===== config.mk =====
export PLATFORM = sky130hd
export DESIGN_NAME = adder_seq_ctrl
export DESIGN_NICKNAME = d
export VERILOG_FILES = /design/src/rtl/adder_seq_pkg.sv /design/src/rtl/n_bit_adder.sv /design/src/rtl/adder_seq_ctrl.sv
export SDC_FILE = /design/constraint.sdc
export NUM_CORES = 1
export LEC_CHECK = 0
export CELL_PAD_IN_SITES_DETAIL_PLACEMENT = 2
export CELL_PAD_IN_SITES_GLOBAL_PLACEMENT = 2
export CORE_ASPECT_RATIO = 1.25
export CORE_MARGIN = 4
export CORE_UTILIZATION = 27
export CTS_BUF_LIST = sky130_fd_sc_hd__clkbuf_16
export CTS_CLUSTER_DIAMETER = 40
export DETAILED_ROUTE_END_ITERATION = 10
export GPL_TIMING_DRIVEN = 0
export PLACE_DENSITY_LB_ADDON = 0.1
export SETUP_SLACK_MARGIN = 0.5
export SKIP_CTS_REPAIR_TIMING = 1
export SYNTH_ARGS = -nofsm -noshare
export SYNTH_HDL_FRONTEND = slang
export SYNTH_HIERARCHICAL = 1
export SYNTH_SLANG_ARGS = --single-unit
export TNS_END_PERCENT = 1

===== constraint.sdc =====
create_clock -name clk -period 2.1 [get_ports clk]
set_input_delay 0.63 -clock clk [delete_from_list [all_inputs] [get_ports clk]]
set_output_delay 0.63 -clock clk [all_outputs]
set_load 0.03 [all_outputs]

===== src/rtl/adder_seq_pkg.sv =====
`default_nettype none
// ============================================================================
// Module : adder_seq_pkg
// Brief  : State encoding and width helper for the sequential reduction ctrl.
// Rev    : 1.0
// ============================================================================
package adder_seq_pkg;

    typedef enum logic [1:0] {
        IDLE  = 2'd0,
        ACCUM = 2'd1,
        DONE  = 2'd2
    } state_t;

    // Width needed to hold the values 0..max_ops inclusive.
    function automatic int cw_f(input int max_ops);
        return $clog2(max_ops + 1);
    endfunction

endpackage
`default_nettype wire


===== src/rtl/n_bit_adder.sv =====
`default_nettype none
// ============================================================================
// Module : n_bit_adder
// Brief  : N-bit combinational adder; carry-out is not produced (mod 2^N sum).
// Rev    : 1.0
// ============================================================================
module n_bit_adder #(
    parameter int N = 16
) (
    input  logic [N-1:0] A,
    input  logic [N-1:0] B,
    output logic [N-1:0] Sum
);

    assign Sum = A + B;

endmodule
`default_nettype wire


===== src/rtl/adder_seq_ctrl.sv =====
`default_nettype none
// ============================================================================
// Module : adder_seq_ctrl
// Brief  : Accumulates one operand per cycle through a shared adder and emits
//          the batch sum, operand count and overflow flag on valid/ready.
// Rev    : 1.0
// ============================================================================
module adder_seq_ctrl
    import adder_seq_pkg::*;
#(
    parameter int N       = 16,
    parameter int MAX_OPS = 8
) (
    input  logic                                  clk,
    input  logic                                  rst_n,
    input  logic                                  in_valid,
    output logic                                  in_ready,
    input  logic [N-1:0]                          in_data,
    input  logic                                  in_last,
    output logic                                  out_valid,
    input  logic                                  out_ready,
    output logic [N-1:0]                          out_sum,
    output logic [adder_seq_pkg::cw_f(MAX_OPS)-1:0] out_count,
    output logic                                  out_err
);

    localparam int CW = cw_f(MAX_OPS);

    state_t          r_state;
    state_t          w_state_nxt;
    logic [N-1:0]    r_acc;
    logic [CW-1:0]   r_count;
    logic            r_err;
    logic [N-1:0]    w_sum;
    logic            w_in_fire;
    logic            w_out_fire;
    logic            w_full;

    assign in_ready   = (r_state != DONE);
    assign out_valid  = (r_state == DONE);
    assign w_in_fire  = in_valid & in_ready;
    assign w_out_fire = out_valid & out_ready;
    assign w_full     = (r_count == CW'(MAX_OPS));

    n_bit_adder #(.N(N)) u_adder (
        .A   (r_acc),
        .B   (in_data),
        .Sum (w_sum)
    );

    always_ff @(posedge clk or negedge rst_n) begin
        if (!rst_n) begin
            r_state <= IDLE;
        end else begin
            r_state <= w_state_nxt;
        end
    end

    always_comb begin
        w_state_nxt = r_state;
        case (r_state)
            IDLE: begin
                if (w_in_fire) begin
                    w_state_nxt = in_last ? DONE : ACCUM;
                end
            end
            ACCUM: begin
                if (w_in_fire && in_last) begin
                    w_state_nxt = DONE;
                end
            end
            DONE: begin
                if (out_ready) begin
                    w_state_nxt = IDLE;
                end
            end
            default: w_state_nxt = IDLE;
        endcase
    end

    // Beats past MAX_OPS are still accepted so the source can finish the
    // batch, but they only raise the error flag.
    always_ff @(posedge clk or negedge rst_n) begin
        if (!rst_n) begin
            r_acc   <= '0;
            r_count <= '0;
            r_err   <= 1'b0;
        end else if (w_out_fire) begin
            r_acc   <= '0;
            r_count <= '0;
            r_err   <= 1'b0;
        end else if (w_in_fire) begin
            if (w_full) begin
                r_err <= 1'b1;
            end else begin
                r_acc   <= w_sum;
                r_count <= r_count + CW'(1);
            end
        end
    end

    assign out_sum   = r_acc;
    assign out_count = r_count;
    assign out_err   = r_err;

endmodule
`default_nettype wire

==> impl_metrics.csv <==
group,metric,value,unit
grt,antenna_found_initial,0,
power_and_ir_drop,p_comb_frac,0.686,
placed_design,dp_cells,329,
timing,fin_skew,2.55,ps
placed_design,io_buffers,43,
die,dieArea,8120,sq um
die,rows,33,
routing,drt_iter0_drc,28,
yosys,syn_nets,238,
setup_path,crit_type,"in2reg",
power_and_ir_drop,totalPowerFinal,4.24,mW
grt,met3_usage,0.0189,
status,status,"complete, but fails checks",
die,num_io_pins,44,
placed_design,gp_congestion,0.767,
yosys,ys_seq_elements,23,
timing,max_freq,399,MHz
timing,relSlewSlack,0.210,
cts,htree_levels,1,
routing,wl,5390,microns
grt,busiest_layer,"met2",
power_and_ir_drop,peakVddDrop,637,uV
timing,tns,-1480,ps
yosys,synth_edf_count,0,
power_and_ir_drop,p_leak,1.32,nW
status,violations,"setup timing",
routing,wl_per_cell,16.0,microns
setup_path,end_kind,"flop",
grt,met2_usage,0.243,
cts,clk_pin_slew,70,ps
grt,grt_remaining_overflow,0,
yosys,async_flop_share,1.00,
yosys,ys_types,39,
cts,cts-root-buf,"clkbuf_16",
layout,antennaDiodeCount,0,
cts,cts_tree,"yes",
die,start_util,0.277,
power_and_ir_drop,share_seq_of_total_power,0.211,
timing,rsz0062_at_grt,"yes",
die,core-area,6570,sq um
layout,area_delta_synth_final,42.1,%
timing,finalSetupViolCount,7,
layout,nFillCells,724,
layout,drive_gt1_frac,0.272,
power_and_ir_drop,p_sw,2.05,mW
routing,dr_total_vias,1618,
routing,via_per_inst,4.80,
timing,tightest_slew,1180,ps
cts,clock_path_buffers,2,
routing,ant_nets,0,
power_and_ir_drop,p_int,2.18,mW
grt,grt_util_all_layers,0.138,
timing,hold_viol_final,0,
power_and_ir_drop,p_per_area,1640,nW/um^2
layout,utilization,0.394,
routing,drt_first_pass_iters,3,
setup_path,arrival,2690,ps
yosys,synth_top_area_share,0.316,
timing,min_period,2500,ps
cts,cts_buffers,3,
die,die_h,99.8,microns
hold_path,hold_path.class,"reg2reg",
yosys,synth_top_cell_by_area,"dfrtp_1",
yosys,syn-instance-count,199,
grt,grt_max_degree,24,
yosys,synthFlopType,"dfrtp_1",
die,die_width,81.4,microns
layout,layout.cells.non_filler,337,
power_and_ir_drop,swShare,0.485,
setup_path,cp_max_fo,3,
yosys,ys_warn_count,6,
setup_path,worstPathRequired,2290,ps
yosys,synth.area.top_cells,"dfrtp_1 32%, ha_1 12%, mux2i_1 11%",
routing,drc,0,
cts,clock_latency,260,ps
timing,period_share,1.19,
timing,fin_ws,-405,ps
grt,met1_usage,0.175,
layout,nets,290,
timing,maxSlewViolCount,0,
job,max_cap_viol_count,0,
yosys,synth_area,1820,sq um
setup_path,critPathLaunchType,"primary input",
grt,grt_pass1_wl,8660,microns
yosys,avgSynthCellArea,9.14,sq um
timing,holdWs,494,ps
cts,cts_sinks,23,
yosys,ys_seq_area_frac,0.316,
placed_design,place_hpwl,4060,microns
grt,grt_pass1_vias,1776,
power_and_ir_drop,p_clk_frac,0.102,
-- metal layers --
layer / vias up / routed length, microns
li1: 794 / -
met5: - / 0
met4: 0 / 32
met3: 2 / 149
met2: 23 / 2850
met1: 799 / 2360
-- worst max-delay path: stages --
cell and delay (ps):
buf_6 100, ha_4 150, fa_2 380, a21o_4 230, a311oi_4 370, nor3_2 110, o41ai_2 410, xnor2_1 160
inv_1 50, mux2i_1 110
-- cells by family after synthesis --
logic type / after synthesis / share of synthesized area
compound gates: 44 / 0.153
xor+xnor: 15 / 0.0722
fa+ha+maj: 18 / 0.128
buf+inv: 26 / 0.0681
flops: 23 / 0.316
mux: 21 / 0.116
simple gates: 52 / 0.146
-- cells in the final DEF (no fill, tap or decap), types with 4 or more instances in the layout --
master / netlist / layout
nand2_1: 29 / 29
dfrtp_1: 23 / 23
inv_1: 22 / 21
mux2i_1: 20 / 20
clkdlybuf4s50_1: 0 / 14
a21oi_1: 18 / 13
clkbuf_2: 0 / 13
xnor2_1: 10 / 10
dlymetal6s2s_1: 0 / 8
ha_4: 0 / 7
ha_1: 17 / 5
buf_4: 0 / 5
xor2_1: 5 / 5
ha_2: 0 / 5
buf_2: 2 / 4
o21ai_0: 9 / 4
a21oi_2: 0 / 4
o21ai_1: 0 / 4
-- power by group through the flow --
stage	combinational [mW]	clock [mW]	sequential, mW
after floorplan	1.52	0	1.24
after CTS	2.77	0.463	0.871
after global placement	2.70	0	0.868
final	2.91	0.434	0.896
after detailed placement	2.75	0	0.877
after global routing	3.25	0.484	0.941
-- final cells by class --
type                            instances  area (sq um)  area share
Clock inverter                          1          5.00     0.00194
Multi-Input combinational cell        150          1300       0.502
Sequential cell                        23           576       0.223
Inverter                               22          82.6      0.0319
Tap cell                               87           109      0.0421
Buffer                                  4          43.8      0.0169
Clock buffer                            3          75.1      0.0290
Timing Repair Buffer                   47           395       0.153
-- worst paths after layout --
path,startpoint,end,slack (ps),cells after the start
worst max-delay path,in_data[0],out_sum[12]$_DFFE_PN0P_,-400,10
max in group asynchronous,rst_n,out_count[2]$_DFFE_PN0P_,790,1
worst min-delay path,out_err$_DFFE_PN0P_,out_err$_DFFE_PN0P_,490,1
worst max register to register,out_sum[0]$_DFFE_PN0P_,out_sum[12]$_DFFE_PN0P_,-380,9
min in group asynchronous,rst_n,out_sum[1]$_DFFE_PN0P_,610,1
worst min register to register,out_err$_DFFE_PN0P_,out_err$_DFFE_PN0P_,490,1
-- registers in the layout (all words and copies together) (netlist names) --
signal / flops
out_count: 4
out_err: 1
out_sum: 16
r_state: 2
-- cells in the mapped netlist, types with 2 or more instances --
| cell | instances |
|---|---|
| nand3_1 | 5 |
| buf_2 | 2 |
| a21oi_1 | 18 |
| o21ai_0 | 9 |
| o211ai_1 | 3 |
| nor2b_1 | 2 |
| mux2i_1 | 20 |
| xor2_1 | 5 |
| nor2_1 | 3 |
| nor3b_1 | 2 |
| a21o_1 | 2 |
| nand2_1 | 29 |
| ha_1 | 17 |
| inv_1 | 22 |
| o21bai_1 | 2 |
| o22ai_1 | 2 |
| nor3_1 | 3 |
| xnor2_1 | 10 |
| dfrtp_1 | 23 |
-- through the flow --
step / instance area [sq um] / worst slack [ps]
after floorplan: 1820 / -291
after global placement: 2360 / -996
after detailed placement: 2360 / -977
after CTS: 2440 / -721
after global routing: 2580 / -500
final: 2580 / -405
Note: power is estimated with default switching activity, not from simulation.
